File: src/rtl/term_cmd_ctrl_pkg.sv
// Shared definitions for the terminal command controller:
//   - ASCII control codes recognised by the byte decoder
//   - vgachar data-type codes carried on dtype
//   - the {dtype,data} op word exchanged between decoder, queue and sequencer
//   - state encodings for the decode FSM and the strobe sequencer
package term_cmd_ctrl_pkg;

    localparam logic [7:0] CH_BS    = 8'h08;
    localparam logic [7:0] CH_TAB   = 8'h09;
    localparam logic [7:0] CH_LF    = 8'h0A;
    localparam logic [7:0] CH_CR    = 8'h0D;
    localparam logic [7:0] CH_ESC   = 8'h1B;
    localparam logic [7:0] CH_SP    = 8'h20;
    localparam logic [7:0] CH_TILDE = 8'h7E;
    localparam logic [7:0] ESC_Y    = 8'h59;
    localparam logic [7:0] ESC_E    = 8'h45;

    localparam logic [1:0] DT_CHAR = 2'd0;
    localparam logic [1:0] DT_COL  = 2'd1;
    localparam logic [1:0] DT_ROW  = 2'd2;

    typedef struct packed {
        logic [1:0] dtype;
        logic [7:0] data;
    } op_t;

    typedef enum logic [2:0] {
        ST_IDLE,
        ST_ESC,
        ST_ESCY_R,
        ST_ESCY_C,
        ST_CLR
    } dec_state_t;

    typedef enum logic [1:0] {
        SQ_IDLE,
        SQ_SETUP,
        SQ_PULSE,
        SQ_HOLD
    } seq_state_t;

    function automatic op_t mk_op(input logic [1:0] dt, input logic [7:0] d);
        op_t o;
        o.dtype = dt;
        o.data  = d;
        return o;
    endfunction

endpackage

File: src/rtl/term_cmd_ctrl_if.sv
// Bus between the byte source / vgachar peripheral and term_cmd_ctrl.
//   rx_data/rx_valid/rx_ready : incoming byte stream with ready/valid handshake
//   currow/curcol             : cursor position read back from vgachar
//   data/dtype/dstrobe        : vgachar write port
//   busy                      : controller has an op or clear sequence in flight
// master = byte source + vgachar side, slave = the controller.
interface term_cmd_ctrl_if;
    logic [7:0] rx_data;
    logic       rx_valid;
    logic       rx_ready;
    logic [5:0] currow;
    logic [6:0] curcol;
    logic [7:0] data;
    logic [1:0] dtype;
    logic       dstrobe;
    logic       busy;

    modport master (
        output rx_data, rx_valid, currow, curcol,
        input  rx_ready, data, dtype, dstrobe, busy
    );

    modport slave (
        input  rx_data, rx_valid, currow, curcol,
        output rx_ready, data, dtype, dstrobe, busy
    );
endinterface

File: src/rtl/term_cmd_ctrl_strobe_seq.sv
// Drives one vgachar write: SETUP (1 cycle, data valid, strobe low),
// PULSE (PULSE_CYC cycles, strobe high), HOLD (1 cycle, strobe low).
// data/dtype are latched on start and held for the whole op.
// Ports:
//   clk, reset      : clock, synchronous active-high reset
//   start, op       : launch an op; accepted when idle or in HOLD
//   idle            : no op in progress
//   done            : high during HOLD (last cycle of an op)
//   data, dtype     : registered vgachar data/type
//   dstrobe         : registered vgachar strobe
module term_cmd_ctrl_strobe_seq
    import term_cmd_ctrl_pkg::*;
#(
    parameter int PULSE_CYC = 8
) (
    input  logic       clk,
    input  logic       reset,
    input  logic       start,
    input  op_t        op,
    output logic       idle,
    output logic       done,
    output logic [7:0] data,
    output logic [1:0] dtype,
    output logic       dstrobe
);

    localparam int CNT_W = (PULSE_CYC > 1) ? $clog2(PULSE_CYC) : 1;
    localparam logic [CNT_W-1:0] PULSE_LAST = CNT_W'(PULSE_CYC - 1);

    seq_state_t       phase, phase_nx;
    logic [CNT_W-1:0] cnt, cnt_nx;
    logic             dstrobe_nx;

    always_ff @(posedge clk) begin
        if (reset) begin
            phase   <= SQ_IDLE;
            cnt     <= '0;
            dstrobe <= 1'b0;
            data    <= '0;
            dtype   <= '0;
        end else begin
            phase   <= phase_nx;
            cnt     <= cnt_nx;
            dstrobe <= dstrobe_nx;
            if (start && (phase == SQ_IDLE || phase == SQ_HOLD)) begin
                data  <= op.data;
                dtype <= op.dtype;
            end
        end
    end

    // dstrobe is a dedicated flop so vgachar never sees a decode glitch
    always_comb begin
        phase_nx   = phase;
        cnt_nx     = cnt;
        dstrobe_nx = 1'b0;
        case (phase)
            SQ_IDLE: begin
                if (start) phase_nx = SQ_SETUP;
            end
            SQ_SETUP: begin
                phase_nx   = SQ_PULSE;
                cnt_nx     = '0;
                dstrobe_nx = 1'b1;
            end
            SQ_PULSE: begin
                if (cnt == PULSE_LAST) begin
                    phase_nx = SQ_HOLD;
                end else begin
                    cnt_nx     = cnt + 1'b1;
                    dstrobe_nx = 1'b1;
                end
            end
            SQ_HOLD: begin
                // a start here chains the next op with no idle gap
                phase_nx = start ? SQ_SETUP : SQ_IDLE;
            end
            default: phase_nx = SQ_IDLE;
        endcase
    end

    assign idle = (phase == SQ_IDLE);
    assign done = (phase == SQ_HOLD);

endmodule

File: src/rtl/term_cmd_ctrl.sv
// Byte-stream command interpreter for the vgachar terminal.
// Turns printable ASCII into char writes, CR/LF/BS/TAB into cursor moves,
// ESC Y <row+32> <col+32> into absolute cursor addressing and ESC E into a
// full-screen clear followed by cursor home.
// Ports:
//   clk, reset : clock, synchronous active-high reset
//   bus        : term_cmd_ctrl_if slave (byte handshake, cursor readback,
//                vgachar write port, busy)
module term_cmd_ctrl
    import term_cmd_ctrl_pkg::*;
#(
    parameter int COLS      = 80,
    parameter int ROWS      = 30,
    parameter int PULSE_CYC = 8
) (
    input  logic           clk,
    input  logic           reset,
    term_cmd_ctrl_if.slave bus
);

    localparam int CLR_N = COLS * ROWS;
    localparam int CLR_W = $clog2(CLR_N + 1);
    localparam logic [CLR_W-1:0] CLR_LAST = CLR_W'(CLR_N);
    localparam logic [7:0] COL_MAX = 8'(COLS - 1);
    localparam logic [7:0] ROW_MAX = 8'(ROWS - 1);

    // ESC Y coordinate: byte-32, clamped to the last row/column when the
    // byte is below space or the result lands off-screen
    function automatic logic [7:0] clamp_coord(input logic [7:0] b, input logic [7:0] lim);
        logic [7:0] v;
        v = b - CH_SP;
        if (b < CH_SP || v > lim) return lim;
        return v;
    endfunction

    function automatic logic [7:0] tab_stop(input logic [6:0] col);
        logic [7:0] t;
        t = {1'b0, col | 7'h07} + 8'd1;
        return (t > COL_MAX) ? COL_MAX : t;
    endfunction

    function automatic logic [7:0] lf_row(input logic [5:0] row);
        return ({2'b00, row} == ROW_MAX) ? 8'd0 : {2'b00, row} + 8'd1;
    endfunction

    dec_state_t       state, state_nx;
    op_t              q_mem [0:1];
    logic             q_rd, q_wr;
    logic [1:0]       q_cnt;
    logic [7:0]       esc_row;
    logic [CLR_W-1:0] clr_cnt;

    logic seq_start, seq_idle, seq_done, seq_rdy;
    op_t  seq_op, push_op;
    logic push, pop, row_ld, clr_ld, clr_inc;
    logic ready_int, accept;
    logic [7:0] seq_data;
    logic [1:0] seq_dtype;
    logic       seq_dstrobe;

    term_cmd_ctrl_strobe_seq #(.PULSE_CYC(PULSE_CYC)) u_seq (
        .clk     (clk),
        .reset   (reset),
        .start   (seq_start),
        .op      (seq_op),
        .idle    (seq_idle),
        .done    (seq_done),
        .data    (seq_data),
        .dtype   (seq_dtype),
        .dstrobe (seq_dstrobe)
    );

    assign seq_rdy   = seq_idle || seq_done;
    // new bytes only when nothing is pending, so cursor readback is settled
    assign ready_int = (state != ST_CLR) && (q_cnt == 2'd0) && seq_idle;
    assign accept    = bus.rx_valid && bus.rx_ready;

    assign bus.rx_ready = !reset && ready_int;
    assign bus.busy     = !reset && !ready_int;
    assign bus.data     = seq_data;
    assign bus.dtype    = seq_dtype;
    assign bus.dstrobe  = seq_dstrobe;

    always_ff @(posedge clk) begin
        if (reset) begin
            state   <= ST_IDLE;
            q_rd    <= 1'b0;
            q_wr    <= 1'b0;
            q_cnt   <= 2'd0;
            clr_cnt <= '0;
        end else begin
            state <= state_nx;
            if (push) q_wr <= ~q_wr;
            if (pop)  q_rd <= ~q_rd;
            case ({push, pop})
                2'b10:   q_cnt <= q_cnt + 2'd1;
                2'b01:   q_cnt <= q_cnt - 2'd1;
                default: q_cnt <= q_cnt;
            endcase
            if (clr_ld)       clr_cnt <= '0;
            else if (clr_inc) clr_cnt <= clr_cnt + 1'b1;
        end
    end

    always_ff @(posedge clk) begin
        if (push)   q_mem[q_wr] <= push_op;
        if (row_ld) esc_row     <= clamp_coord(bus.rx_data, ROW_MAX);
    end

    // Queued ops take priority; the clear sequence and byte decode only issue
    // once the queue is empty. The first op of a byte bypasses the queue so a
    // single-op byte costs exactly one op time.
    always_comb begin
        state_nx  = state;
        seq_start = 1'b0;
        seq_op    = '0;
        push      = 1'b0;
        push_op   = '0;
        pop       = 1'b0;
        row_ld    = 1'b0;
        clr_ld    = 1'b0;
        clr_inc   = 1'b0;
        if (seq_rdy && q_cnt != 2'd0) begin
            seq_start = 1'b1;
            seq_op    = q_mem[q_rd];
            pop       = 1'b1;
        end else if (state == ST_CLR) begin
            if (seq_rdy) begin
                seq_start = 1'b1;
                if (clr_cnt != CLR_LAST) begin
                    seq_op  = mk_op(DT_CHAR, CH_SP);
                    clr_inc = 1'b1;
                end else begin
                    seq_op   = mk_op(DT_COL, 8'd0);
                    push     = 1'b1;
                    push_op  = mk_op(DT_ROW, 8'd0);
                    state_nx = ST_IDLE;
                end
            end
        end else if (accept) begin
            case (state)
                ST_IDLE: begin
                    if (bus.rx_data >= CH_SP && bus.rx_data <= CH_TILDE) begin
                        seq_start = 1'b1;
                        seq_op    = mk_op(DT_CHAR, bus.rx_data);
                    end else begin
                        case (bus.rx_data)
                            CH_CR: begin
                                seq_start = 1'b1;
                                seq_op    = mk_op(DT_COL, 8'd0);
                            end
                            CH_LF: begin
                                seq_start = 1'b1;
                                seq_op    = mk_op(DT_ROW, lf_row(bus.currow));
                            end
                            CH_BS: begin
                                if (bus.curcol != 7'd0) begin
                                    seq_start = 1'b1;
                                    seq_op    = mk_op(DT_COL, {1'b0, bus.curcol - 7'd1});
                                end
                            end
                            CH_TAB: begin
                                seq_start = 1'b1;
                                seq_op    = mk_op(DT_COL, tab_stop(bus.curcol));
                            end
                            CH_ESC:  state_nx = ST_ESC;
                            default: ;
                        endcase
                    end
                end
                ST_ESC: begin
                    if (bus.rx_data == ESC_Y) begin
                        state_nx = ST_ESCY_R;
                    end else if (bus.rx_data == ESC_E) begin
                        seq_start = 1'b1;
                        seq_op    = mk_op(DT_COL, 8'd0);
                        push      = 1'b1;
                        push_op   = mk_op(DT_ROW, 8'd0);
                        clr_ld    = 1'b1;
                        state_nx  = ST_CLR;
                    end else begin
                        state_nx = ST_IDLE;
                    end
                end
                ST_ESCY_R: begin
                    row_ld   = 1'b1;
                    state_nx = ST_ESCY_C;
                end
                ST_ESCY_C: begin
                    seq_start = 1'b1;
                    seq_op    = mk_op(DT_COL, clamp_coord(bus.rx_data, COL_MAX));
                    push      = 1'b1;
                    push_op   = mk_op(DT_ROW, esc_row);
                    state_nx  = ST_IDLE;
                end
                default: state_nx = ST_IDLE;
            endcase
        end
    end

endmodule
File: src/flat_wrapper.sv
// flat-port wrapper written by rule: the top's interface ports become plain ports
module term_cmd_ctrl_flat import term_cmd_ctrl_pkg::*;
#(
    parameter int COLS      = 80,
    parameter int ROWS      = 30,
    parameter int PULSE_CYC = 8
)
  (clk, reset, bus_rx_data, bus_rx_valid, bus_currow, bus_curcol, bus_rx_ready, bus_data, bus_dtype, bus_dstrobe, bus_busy);
  term_cmd_ctrl_if bus_i ();
  input  logic clk;
  input  logic reset;
  input wire logic [$bits(bus_i.rx_data)-1:0] bus_rx_data;
  input wire logic [$bits(bus_i.rx_valid)-1:0] bus_rx_valid;
  input wire logic [$bits(bus_i.currow)-1:0] bus_currow;
  input wire logic [$bits(bus_i.curcol)-1:0] bus_curcol;
  output wire logic [$bits(bus_i.rx_ready)-1:0] bus_rx_ready;
  output wire logic [$bits(bus_i.data)-1:0] bus_data;
  output wire logic [$bits(bus_i.dtype)-1:0] bus_dtype;
  output wire logic [$bits(bus_i.dstrobe)-1:0] bus_dstrobe;
  output wire logic [$bits(bus_i.busy)-1:0] bus_busy;
  assign bus_i.rx_data = bus_rx_data;
  assign bus_i.rx_valid = bus_rx_valid;
  assign bus_i.currow = bus_currow;
  assign bus_i.curcol = bus_curcol;
  assign bus_rx_ready = bus_i.rx_ready;
  assign bus_data = bus_i.data;
  assign bus_dtype = bus_i.dtype;
  assign bus_dstrobe = bus_i.dstrobe;
  assign bus_busy = bus_i.busy;
  term_cmd_ctrl #(.COLS(COLS), .ROWS(ROWS), .PULSE_CYC(PULSE_CYC)) u_core (.clk(clk), .reset(reset), .bus(bus_i));
endmodule
File: config.mk
export PLATFORM = sky130hd
export DESIGN_NAME = term_cmd_ctrl_flat
export DESIGN_NICKNAME = d
export VERILOG_FILES = /design/src/rtl/term_cmd_ctrl_pkg.sv /design/src/rtl/term_cmd_ctrl_if.sv /design/src/rtl/term_cmd_ctrl_strobe_seq.sv /design/src/rtl/term_cmd_ctrl.sv /design/src/flat_wrapper.sv
export SDC_FILE = /design/constraint.sdc
export NUM_CORES = 1
export LEC_CHECK = 0
export BUFFER_PORTS_ARGS = -buffer_cell sky130_fd_sc_hd__buf_2
export CORE_MARGIN = 8
export CORE_UTILIZATION = 35
export DETAILED_ROUTE_END_ITERATION = 6
export SETUP_SLACK_MARGIN = 0.2
export SYNTH_ARGS = -nofsm -noshare
export SYNTH_HDL_FRONTEND = slang
export SYNTH_SLANG_ARGS = --single-unit
File: constraint.sdc
create_clock -name clk -period 3.3 [get_ports clk]
set_clock_uncertainty 0.05 [all_clocks]
set_input_delay 0 -clock clk [delete_from_list [all_inputs] [get_ports clk]]
set_output_delay 0 -clock clk [all_outputs]
set_load 0.02 [all_outputs]
==> flow_metrics.py <==
metrics = {
    "synthesis": {
        "seq_area_frac_synth_pct": 40.4,
        "synth_most_common_cell": "nor2_1",
        "synth_warnings": 0,
        "syn_avg_cell_area_um2": 9.36,
        "ys.flop_type": "dfxtp_1",
        "netlist_instances": 397,
        "synth.area.top_cells": "edfxtp_1 21%, dfxtp_1 19%, ha_1 5.7%",
        "ys_async_sr_fraction_pct": 0,
        "synthTopCellsByCount": "48 x nor2_1, 36 x dfxtp_1, 26 x edfxtp_1, 24 x nand2_1, 20 x a21oi_1",
        "synth_top_area_cell": "edfxtp_1",
        "ys_types": 72,
        "netlist_area_mm2": 0.00371,
        "synth_edf_count": 26,
        "ys_ff_latch": 62,
        "yosysTopAreaCellShare_pct": 21.0,
    },
    "placement": {
        "portBuffers": 36,
        "post_dp_cell_area_mm2": 0.00401,
        "place_congestion": 0.850,
        "hpwl_um": 6830,
        "place_ws_ps": 396,
    },
    "power_and_ir_drop": {
        "clkPwrFrac_pct": 36.3,
        "ir_drop_mv": 0.178,
        "p_leak_uw": 0.00159,
        "internal_power_uw": 1290,
        "power_per_cell_area_mw_per_mm2": 432,
        "totalPowerFinal_uw": 1830,
        "combPwrFrac_pct": 18.4,
        "p_switching_uw": 535,
        "seq_power_share_pct": 45.4,
        "switching_share_pct": 29.3,
    },
    "status": {
        "status": "finished clean",
    },
    "grt": {
        "grt_max_degree": 27,
        "antenna_found_initial": 0,
        "grt_pass1_vias": 3036,
        "grt_overflow_total": 0,
        "grt_pass1_wl_um": 14900,
        "grt_usage_pct": 12.9,
    },
    "clock_network": {
        "cts_setup_buffers": 0,
        "cts-root-buf": "clkbuf_8",
        "clk_latency_ps": 340,
        "numClockSinks": 62,
        "cts_max_level": 3,
        "cts_tree": "yes",
        "clkTransAtPathRegs_ps": 70,
        "clk_path_buf_depth": 2,
        "cts_buffers": 9,
    },
    "floorplan": {
        "rows": 37,
        "initial_core_util_pct": 36.0,
        "pin_count": 37,
        "die_w_um": 119,
        "core_area_mm2": 0.0103,
        "die_y_um": 119,
        "die_area_mm2": 0.0142,
    },
    "sta": {
        "setup-tns-final_ps": 0,
        "finalCritPeriodShare_pct": 86.7,
        "max_slew_margin_pct": 56.6,
        "drv_slew": 0,
        "post-route-min-period_ps": 2860,
        "rsz0062_at_grt": "false",
        "setup_slack_ps": 440,
        "worst_pin_slew_ps": 647,
        "setup-violations-final": 0,
        "fmax_mhz": 350,
        "finalHoldViolations": 0,
    },
    "worst_setup_path": {
        "r2r-start": "u_core.u_seq.phase[0]",
        "path_max_fanout": 10,
        "cp-endpoint": "u_core.u_seq.data[6]",
        "cp.required_ps": 3460,
        "r2r_cells": 10,
        "start_kind": "flop",
        "worst-endpoint-arrival_ps": 3020,
        "setup.worst_path.start": "u_core.u_seq.phase[0]",
        "rrSetupSlack_ps": 440,
        "critPathKind": "flop to flop",
        "cp-end-kind": "flop",
        "r2r_end": "u_core.u_seq.data[6]",
    },
    "detailed_routing": {
        "via_per_inst": 5.22,
        "num_vias": 3004,
        "postRouteAntennaNets": 0,
        "drtPass1Iterations": 4,
        "post-route-drc-count": 0,
        "wire_per_inst_um": 15.6,
        "drt_iter0_drc": 232,
        "wl_um": 8940,
    },
    "finish": {
        "finalInstanceArea_mm2": 0.00423,
        "nets": 475,
        "antenna_cells": 0,
        "drive_above_1_share_pct": 17.8,
        "final_util_pct": 40.9,
        "syn2layout_area_growth_pct": 13.7,
    },
    "min_path": {
        "hp-class": "primary input to flop",
        "hp-start": "reset",
    },
    "job": {
        "maxCapViolCount": 0,
    },
}
[stage by stage]
stage / cells / hold slack (ps)
final: 575 / 63.9
after global routing: 575 / 68.0
after CTS: 575 / 41.6
after detailed placement: 558 / 332
after global placement: 558 / 330
after floorplan: 399 / 128
[final cells by class]
type	instances	area (um2)
Timing Repair Buffer	42	228
Multi-Input combinational cell	302	2070
Clock buffer	9	124
Sequential cell	62	1500
Fill cell	1050	6100
Clock inverter	7	72.6
Tap cell	136	170
Inverter	17	63.8
[worst min-delay path by stage]
stage,end,depth (start not counted),slack [ps]
floorplan,u_core.esc_row[3],1,130
detailed placement,u_core.esc_row[3],2,330
global placement,u_core.esc_row[3],2,330
global route,u_core.esc_row[2],2,70
finish,u_core.state[2],2,60
CTS,u_core.state[0],2,40
[per-layer routing]
metal | global-route usage, % | vias to the layer above | part of all wire (%)
met1 | 15.4 | 1447 | 45
li1 | - | 1507 | -
met2 | 22.3 | 41 | 50
met4 | 3.32 | 0 | 1.0
met5 | 0 | - | 0
met3 | 3.68 | 9 | 3.9
[cell families (layout without fill, tap and decap cells)]
group           after synthesis  count (layout)  synth area share [%]
compound gates               89              89                  16.8
mux                          16              16                  4.38
flops                        62              62                  40.4
xor+xnor                     20              20                  4.72
buf+inv                      35              75                  4.41
simple gates                157             157                  23.4
other cells                   1               3                 0.101
fa+ha+maj                    17              17                  5.73
[sequential cells by signal (all words and copies together), names as in the netlist, named ones only]
register and count:
u_core.esc_row 8, u_core.state 3, u_core.u_seq.data 8, u_core.q_wr 1, u_core.q_cnt 2, u_core.u_seq.cnt 3
u_core.u_seq.dtype 2, u_core.q_mem 18, u_core.u_seq.dstrobe 1, u_core.u_seq.phase 2, u_core.clr_cnt 12, u_core.q_rd 1
[timing repair]
item                                    4_1_cts  5_1_grt
endpoints found under the setup margin        0       13
hold buffers                                  1        0
gates resized for setup                       0        2
endpoints found under the hold margin         1        0
[layout by cell type, fill, tap and decap left out, types with 6 or more instances in the layout]
cell type,count
nor2_1,48
dfxtp_1,36
buf_2,36
edfxtp_1,26
nand2_1,24
a21oi_1,20
inv_1,17
ha_1,17
mux2i_1,14
o21ai_0,14
and2_1,12
xor2_1,11
nor2b_1,10
nand3_1,9
xnor2_1,9
nor3_1,9
clkbuf_8,9
nand2b_1,6
[worst max-delay path, cell delays in order (launching register included)]
cell,delay [ps]
dfxtp_1,340
inv_1,120
ha_1,220
or3b_1,420
nor4b_4,330
o21a_1,280
o21ai_2,110
a21o_1,320
buf_4,220
a311oi_1,230
nor3_1,80
[power by group through the flow]
stage | combinational, uW | sequential [uW] | clock [uW]
2_1_floorplan | 229 | 854 | 0
3_3_place_gp | 319 | 844 | 0
3_5_place_dp | 327 | 846 | 0
4_1_cts | 330 | 828 | 682
5_1_grt | 374 | 831 | 717
6_report | 335 | 828 | 662
Power figures use the tool's default switching activity.
